--- config.mk ---
export PLATFORM = sky130hd
export DESIGN_NAME = alu_op_sequencer
export DESIGN_NICKNAME = d
export VERILOG_FILES = /design/src/rtl/alu_op_sequencer.sv
export SDC_FILE = /design/constraint.sdc
export NUM_CORES = 1
export LEC_CHECK = 0
export BUFFER_PORTS_ARGS = -buffer_cell sky130_fd_sc_hd__buf_2
export CORE_MARGIN = 2
export CORE_UTILIZATION = 50
export CTS_CLUSTER_DIAMETER = 100
export DETAILED_ROUTE_END_ITERATION = 10
export PLACE_DENSITY = 0.89
export SYNTH_ARGS = -nofsm -noshare
export SYNTH_HDL_FRONTEND = slang
export SYNTH_SLANG_ARGS = --single-unit
--- constraint.sdc ---
create_clock -name clk -period 4.15 [get_ports clk]
set_clock_uncertainty 0.2 [all_clocks]
set_input_delay 0.2075 -clock clk [delete_from_list [all_inputs] [get_ports clk]]
set_output_delay 0.2075 -clock clk [all_outputs]
set_load 0.05 [all_outputs]
--- src/rtl/alu_op_sequencer.sv ---
// Command front-end for the 16-bit ALU: registers a command onto the ALU inputs,
// waits SETTLE cycles, captures Result/Cout and hands them back over valid/ready.
module alu_op_sequencer #(
  parameter int WIDTH  = 16,
  parameter int CTRL_W = 3,
  parameter int SETTLE = 1
) (
  input  logic              clk,
  input  logic              rst_n,
  input  logic              cmd_valid,
  output logic              cmd_ready,
  input  logic [WIDTH-1:0]  cmd_a,
  input  logic [WIDTH-1:0]  cmd_b,
  input  logic              cmd_cin,
  input  logic [CTRL_W-1:0] cmd_ctrl,
  input  logic              cmd_chain,
  output logic [WIDTH-1:0]  alu_a,
  output logic [WIDTH-1:0]  alu_b,
  output logic              alu_cin,
  output logic [CTRL_W-1:0] alu_ctrl,
  input  logic [WIDTH-1:0]  alu_result,
  input  logic              alu_cout,
  output logic              rsp_valid,
  input  logic              rsp_ready,
  output logic [WIDTH-1:0]  rsp_result,
  output logic              rsp_cout,
  output logic              busy,
  output logic [15:0]       op_count
);

  generate
    if (SETTLE < 1 || SETTLE > 15) begin : g_bad_settle
      $fatal(1, "alu_op_sequencer: SETTLE=%0d is outside 1..15", SETTLE);
    end
  endgenerate

  localparam logic [3:0] SETTLE_M1 = 4'(SETTLE - 1);

  typedef enum logic [1:0] {
    IDLE  = 2'd0,
    ISSUE = 2'd1,
    RESP  = 2'd2
  } state_t;

  state_t              state_q, state_d;
  logic [3:0]          cnt_q, cnt_d;
  logic [WIDTH-1:0]    alu_a_q, alu_a_d;
  logic [WIDTH-1:0]    alu_b_q, alu_b_d;
  logic                alu_cin_q, alu_cin_d;
  logic [CTRL_W-1:0]   alu_ctrl_q, alu_ctrl_d;
  logic [WIDTH-1:0]    acc_q, acc_d;
  logic [WIDTH-1:0]    rsp_result_q, rsp_result_d;
  logic                rsp_cout_q, rsp_cout_d;
  logic [15:0]         op_count_q, op_count_d;

  always_comb begin
    state_d      = state_q;
    cnt_d        = cnt_q;
    alu_a_d      = alu_a_q;
    alu_b_d      = alu_b_q;
    alu_cin_d    = alu_cin_q;
    alu_ctrl_d   = alu_ctrl_q;
    acc_d        = acc_q;
    rsp_result_d = rsp_result_q;
    rsp_cout_d   = rsp_cout_q;
    op_count_d   = op_count_q;
    cmd_ready    = 1'b0;
    rsp_valid    = 1'b0;

    case (state_q)
      IDLE: begin
        cmd_ready = 1'b1;
        if (cmd_valid) begin
          alu_a_d    = cmd_chain ? acc_q : cmd_a;
          alu_b_d    = cmd_b;
          alu_cin_d  = cmd_cin;
          alu_ctrl_d = cmd_ctrl;
          cnt_d      = SETTLE_M1;
          state_d    = ISSUE;
        end
      end
      ISSUE: begin
        // Counter reaching zero marks the edge on which the ALU output has settled.
        if (cnt_q == 4'd0) begin
          rsp_result_d = alu_result;
          rsp_cout_d   = alu_cout;
          acc_d        = alu_result;
          state_d      = RESP;
        end else begin
          cnt_d = cnt_q - 4'd1;
        end
      end
      RESP: begin
        rsp_valid = 1'b1;
        if (rsp_ready) begin
          op_count_d = op_count_q + 16'd1;
          state_d    = IDLE;
        end
      end
      default: state_d = IDLE;
    endcase
  end

  always_ff @(posedge clk or negedge rst_n) begin
    if (!rst_n) begin
      state_q      <= IDLE;
      cnt_q        <= 4'd0;
      alu_a_q      <= '0;
      alu_b_q      <= '0;
      alu_cin_q    <= 1'b0;
      alu_ctrl_q   <= '0;
      acc_q        <= '0;
      rsp_result_q <= '0;
      rsp_cout_q   <= 1'b0;
      op_count_q   <= 16'd0;
    end else begin
      state_q      <= state_d;
      cnt_q        <= cnt_d;
      alu_a_q      <= alu_a_d;
      alu_b_q      <= alu_b_d;
      alu_cin_q    <= alu_cin_d;
      alu_ctrl_q   <= alu_ctrl_d;
      acc_q        <= acc_d;
      rsp_result_q <= rsp_result_d;
      rsp_cout_q   <= rsp_cout_d;
      op_count_q   <= op_count_d;
    end
  end

  assign alu_a      = alu_a_q;
  assign alu_b      = alu_b_q;
  assign alu_cin    = alu_cin_q;
  assign alu_ctrl   = alu_ctrl_q;
  assign rsp_result = rsp_result_q;
  assign rsp_cout   = rsp_cout_q;
  assign op_count   = op_count_q;
  assign busy       = (state_q != IDLE);

endmodule

==> results.md <==
Power and ir drop:
- VDD sags by at most 0.0007590 V.
- The clock power share is 12.9%.
- The part of the total power dissipated in sequential elements is 32.4%.
- In this run the static leakage power is 2.328 nW.
- The switching fraction of total power is 51.40%.
- The total power divided by cell area is 845.2 nW/um^2.
- Per report_power, the combinational group accounts for 54.7% of the total.
- The total power of the final layout is 3.837 mW.
- The internal power consumption is 1.865 mW.
- The switching power is 1.972 mW.

Flow run:
- The tool flagged a number of max-cap violations equal to 0.

Layout:
- The number of nets in the layout is 486.
- The post-route netlist has 44.39% of its cells at a drive strength greater than 1.
- The finished layout holds 503 standard cells, fillers aside.
- 0 antenna diodes ended up in the layout.
- The layout has 392 filler cells.
- Relative to the synthesized area, the layout overhead comes to 43.34%.

Global routing:
- The wire length of the first global-routing pass is 13300 um.
- The remaining global-route overflow is 0.
- The number of antenna violations at the first check in global routing is 0.
- Entering global routing, the biggest net connects 76 pins.
- The number of global-route vias before repair is 2753.
- In the global route stage, met2 resource usage came out at 42.76%.
- Global routing consumed, over all layers together, 24.61% of the routing resources.
- The met1 track demand over resource in global routing is 27.15%.
- The layer with the highest usage after global routing is met2.
- The fraction of met3 tracks used by global routing is 6.034%.

STA:
- For the final routed database, the setup TNS stands at 0 ns.
- The final count of pins violating max slew is 0.
- The worst slew slack as a fraction of its limit is 31.83%.
- The peak clock frequency supported by timing is 457.8 MHz.
- The final count of hold timing violations is 0.
- Dividing the final minimum period by the clock period gives 52.63%.
- Setup violations remaining at the end of the flow were counted as 0.
- For the pin with the worst max-slew slack, the measured transition is 1.019 ns.
- The final critical-path required period is 2.184 ns.
- Setup repair after global routing left no endpoint under its margin.

Synthesis:
- The combinational family with the most area after synthesis is multiplexers.
- The post-synthesis average cell area is 13.14 um^2.
- Summing the areas of all xor and xnor instances in the mapped netlist gives 4.702% of the synthesized area.
- The Yosys step of the flow raised 0 warnings.
- In this run, distinct cell masters in the synthesized netlist total 29.
- Synthesis inferred 75 register bits.
- After synthesis, the share of cell area in mux cells is 18.57%.
- The post-synthesis simple-gate area fraction is 10.39%.
- Summing the areas of all compound-gate instances in the mapped netlist gives 3.358% of the synthesized area.
- The net count after synthesis is 302.
- The post-synthesis adder-cell area fraction is 1.185%.
- In this run the cell area of the synthesized design comes to 3167 um^2.
- The sequential-to-total area share from yosys stat is 59.27%.
- The post-synthesis cell count is 241.

Outcome:
- The run finished with clean final reports.

Floorplan:
- The floorplan row count is 28.
- The die covers 6986 um^2.
- The vertical die dimension is 83.59 um.
- From left edge to right edge, the die measures 83.59 um.
- For this configuration, the core starts out at a cell density of 52.55%.
- The I/O pin count is 130.
- The core outline area is 6026 um^2.

Worst setup path:
- The sort of element at the end of the critical path is a flip-flop.
- The type of element launching the critical path is a flip-flop.
- The maximum fanout along the worst path is 54.
- The worst endpoint data arrival time is 2.19 ns.
- At the worst endpoint, the required time is 4.16 ns.
- The category of the critical setup timing path is flip-flop to flip-flop.

Place:
- The number of input and output port buffers inserted is 129.
- After legalization and detailed placement, the total HPWL measured 4849 um.
- The cell total after placement is 437.
- The routability-driven placement congestion ratio is 0.7586.

Clocking:
- The number of buffers created by CTS is 9.
- TritonCTS built the clock tree.
- The buffer levels on the longest clock path is 2.
- The tree built by TritonCTS fans out to 75 sinks.
- The maximum level of the CTS H-tree is 3.
- The later pin in the worst-skew pair is clocked with a latency of 0.34 ns.
- The post-cts resize count is 0.
- The cell at the root of the clock tree is sky130_fd_sc_hd__clkbuf_8.
- The register clock-pin slew on the reported worst setup and hold paths is 0.08 ns.

Detailed routing:
- After detailed routing, the number of vias per cell comes to 5.115.
- The total vias in the final route is 2573.
- After detailed routing, the number of remaining DRC violations is 0.
- The first detailed-routing pass took 4 iterations.
- In this run, the number of DRC markers left after iteration 0 of detailed routing was 88.
- The routed design has 8272 um of wire.
- The routed wire length per instance is 16.45 um.
- The number of nets with antenna violations after detailed routing is 0.

Min path:
- The tightest min-delay check is of the input pin to flip-flop type.
cells in the final DEF, fill, tap and decap left out, drive strengths merged:
cell type / count
nand3b: 1
nor2b: 1
dlygate4sd3: 52
dfrtp: 75
nor3: 2
nor2: 8
and3: 2
or3b: 1
nand2: 27
or2: 1
mux2i: 16
nand2b: 1
o31ai: 1
clkbuf: 12
o21ai: 18
xnor2: 10
nor4: 3
o311ai: 1
nand4: 2
clkinv: 1
inv: 6
nand3: 9
xor2: 7
ha: 3
buf: 129
mux2: 38
clkinvlp: 1
path summary, 6_finish.rpt:
kind / slack, ns / cells past startpoint / startpoint / to
worst max register to register: 1.97 / 3 / state_q[1] / alu_b[10]
worst min register to register: 0.27 / 1 / op_count[15] / op_count[15]
max in group asynchronous: 2.80 / 2 / rst_n / op_count[5]
min in group asynchronous: 0.35 / 2 / rst_n / alu_a[5]
worst max-delay path: 1.97 / 3 / state_q[1] / alu_b[10]
worst min-delay path: 0.02 / 3 / cmd_a[12] / alu_a[12]
power by group through the flow:
stage          Combinational, mW  Sequential [mW]  Clock [mW]
6_report                    2.10             1.24       0.494
5_1_grt                     2.20             1.28       0.537
4_1_cts                     2.09             1.23       0.503
3_5_place_dp                2.05             1.24           0
3_3_place_gp                2.01             1.22           0
2_1_floorplan              0.628             2.20           0
critical path, cell delays in order, from the launching register on:
cell	delay, ns
sky130_fd_sc_hd__dfrtp_1	0.46
sky130_fd_sc_hd__nor2_1	0.24
sky130_fd_sc_hd__nand2_2	0.61
sky130_fd_sc_hd__mux2_2	0.53
cell families after synthesis:
kind of cell               after synthesis
AOI/OAI and AO/OA                       20
xor gates and xnor gates                17
adders and majority gates                3
buffers and inverters                   14
DFF                                     75
muxes                                   54
and+or+nand+nor                         58
Yosys cell counts, drive strengths merged:
| cell type | count | area (um^2) |
|---|---|---|
| dfrtp | 75 | 1877 |
| mux2 | 38 | 427.9 |
| nand2 | 27 | 103.9 |
| o21ai | 18 | 90.09 |
| mux2i | 16 | 160.2 |
| xnor2 | 10 | 87.58 |
| nand3 | 9 | 57.56 |
| nor2 | 8 | 30.03 |
| buf | 7 | 53.80 |
| xor2 | 7 | 61.31 |
| inv | 6 | 22.52 |
| ha | 3 | 37.54 |
| nor4 | 3 | 46.29 |
| and3 | 2 | 12.51 |
| nand4 | 2 | 18.77 |
| nor3 | 2 | 10.01 |
| clkbuf | 1 | 3.750 |
| nand2b | 1 | 6.260 |
| nand3b | 1 | 20.02 |
| nor2b | 1 | 8.760 |
| o311ai | 1 | 8.760 |
| o31ai | 1 | 7.510 |
| or2 | 1 | 6.260 |
| or3b | 1 | 8.760 |
layout make-up:
cell class	count	area (um^2)	area share, %
sequential	75	1877	41.35
tap	75	93.84	2.067
inverter	6	22.52	0.4961
multi-input combinational	152	1210	26.65
timing repair buffer	181	1169	25.74
clock inverter	2	12.51	0.2756
clock buffer	12	155.1	3.418
registers in the layout (all words and copies together) (netlist names):
| name | count |
|---|---|
| alu_b | 16 |
| alu_ctrl | 3 |
| cnt_q | 4 |
| alu_a | 16 |
| state_q | 2 |
| rsp_cout | 1 |
| op_count | 16 |
| alu_cin | 1 |
| rsp_result | 16 |
through the flow:
stage | setup slack (ns) | instance area, um^2 | util, % | hold slack (ns)
CTS | 2.002 | 4539 | 75.33 | 0.009297
detailed placement | 2.009 | 3851 | 63.91 | 0.2024
finish | 1.966 | 4539 | 75.33 | 0.02023
global placement | 2.070 | 3851 | 63.91 | 0.1971
global route | 1.840 | 4539 | 75.33 | 0.01374
floorplan | 1.844 | 3167 | - | -0.2881
metal layers:
metal	wire length, um	vias up
met3	416	29
met1	3205	1243
met5	0	-
li1	-	1195
met2	4299	106
met4	350	0
timing repair:
| item | 4_1_cts | 5_1_grt |
|---|---|---|
| endpoints found under the hold margin | 126 | 0 |
| setup buffers | 0 | 0 |
| hold buffers | 52 | 0 |
No activity file was read; power rests on OpenSTA's default activity.
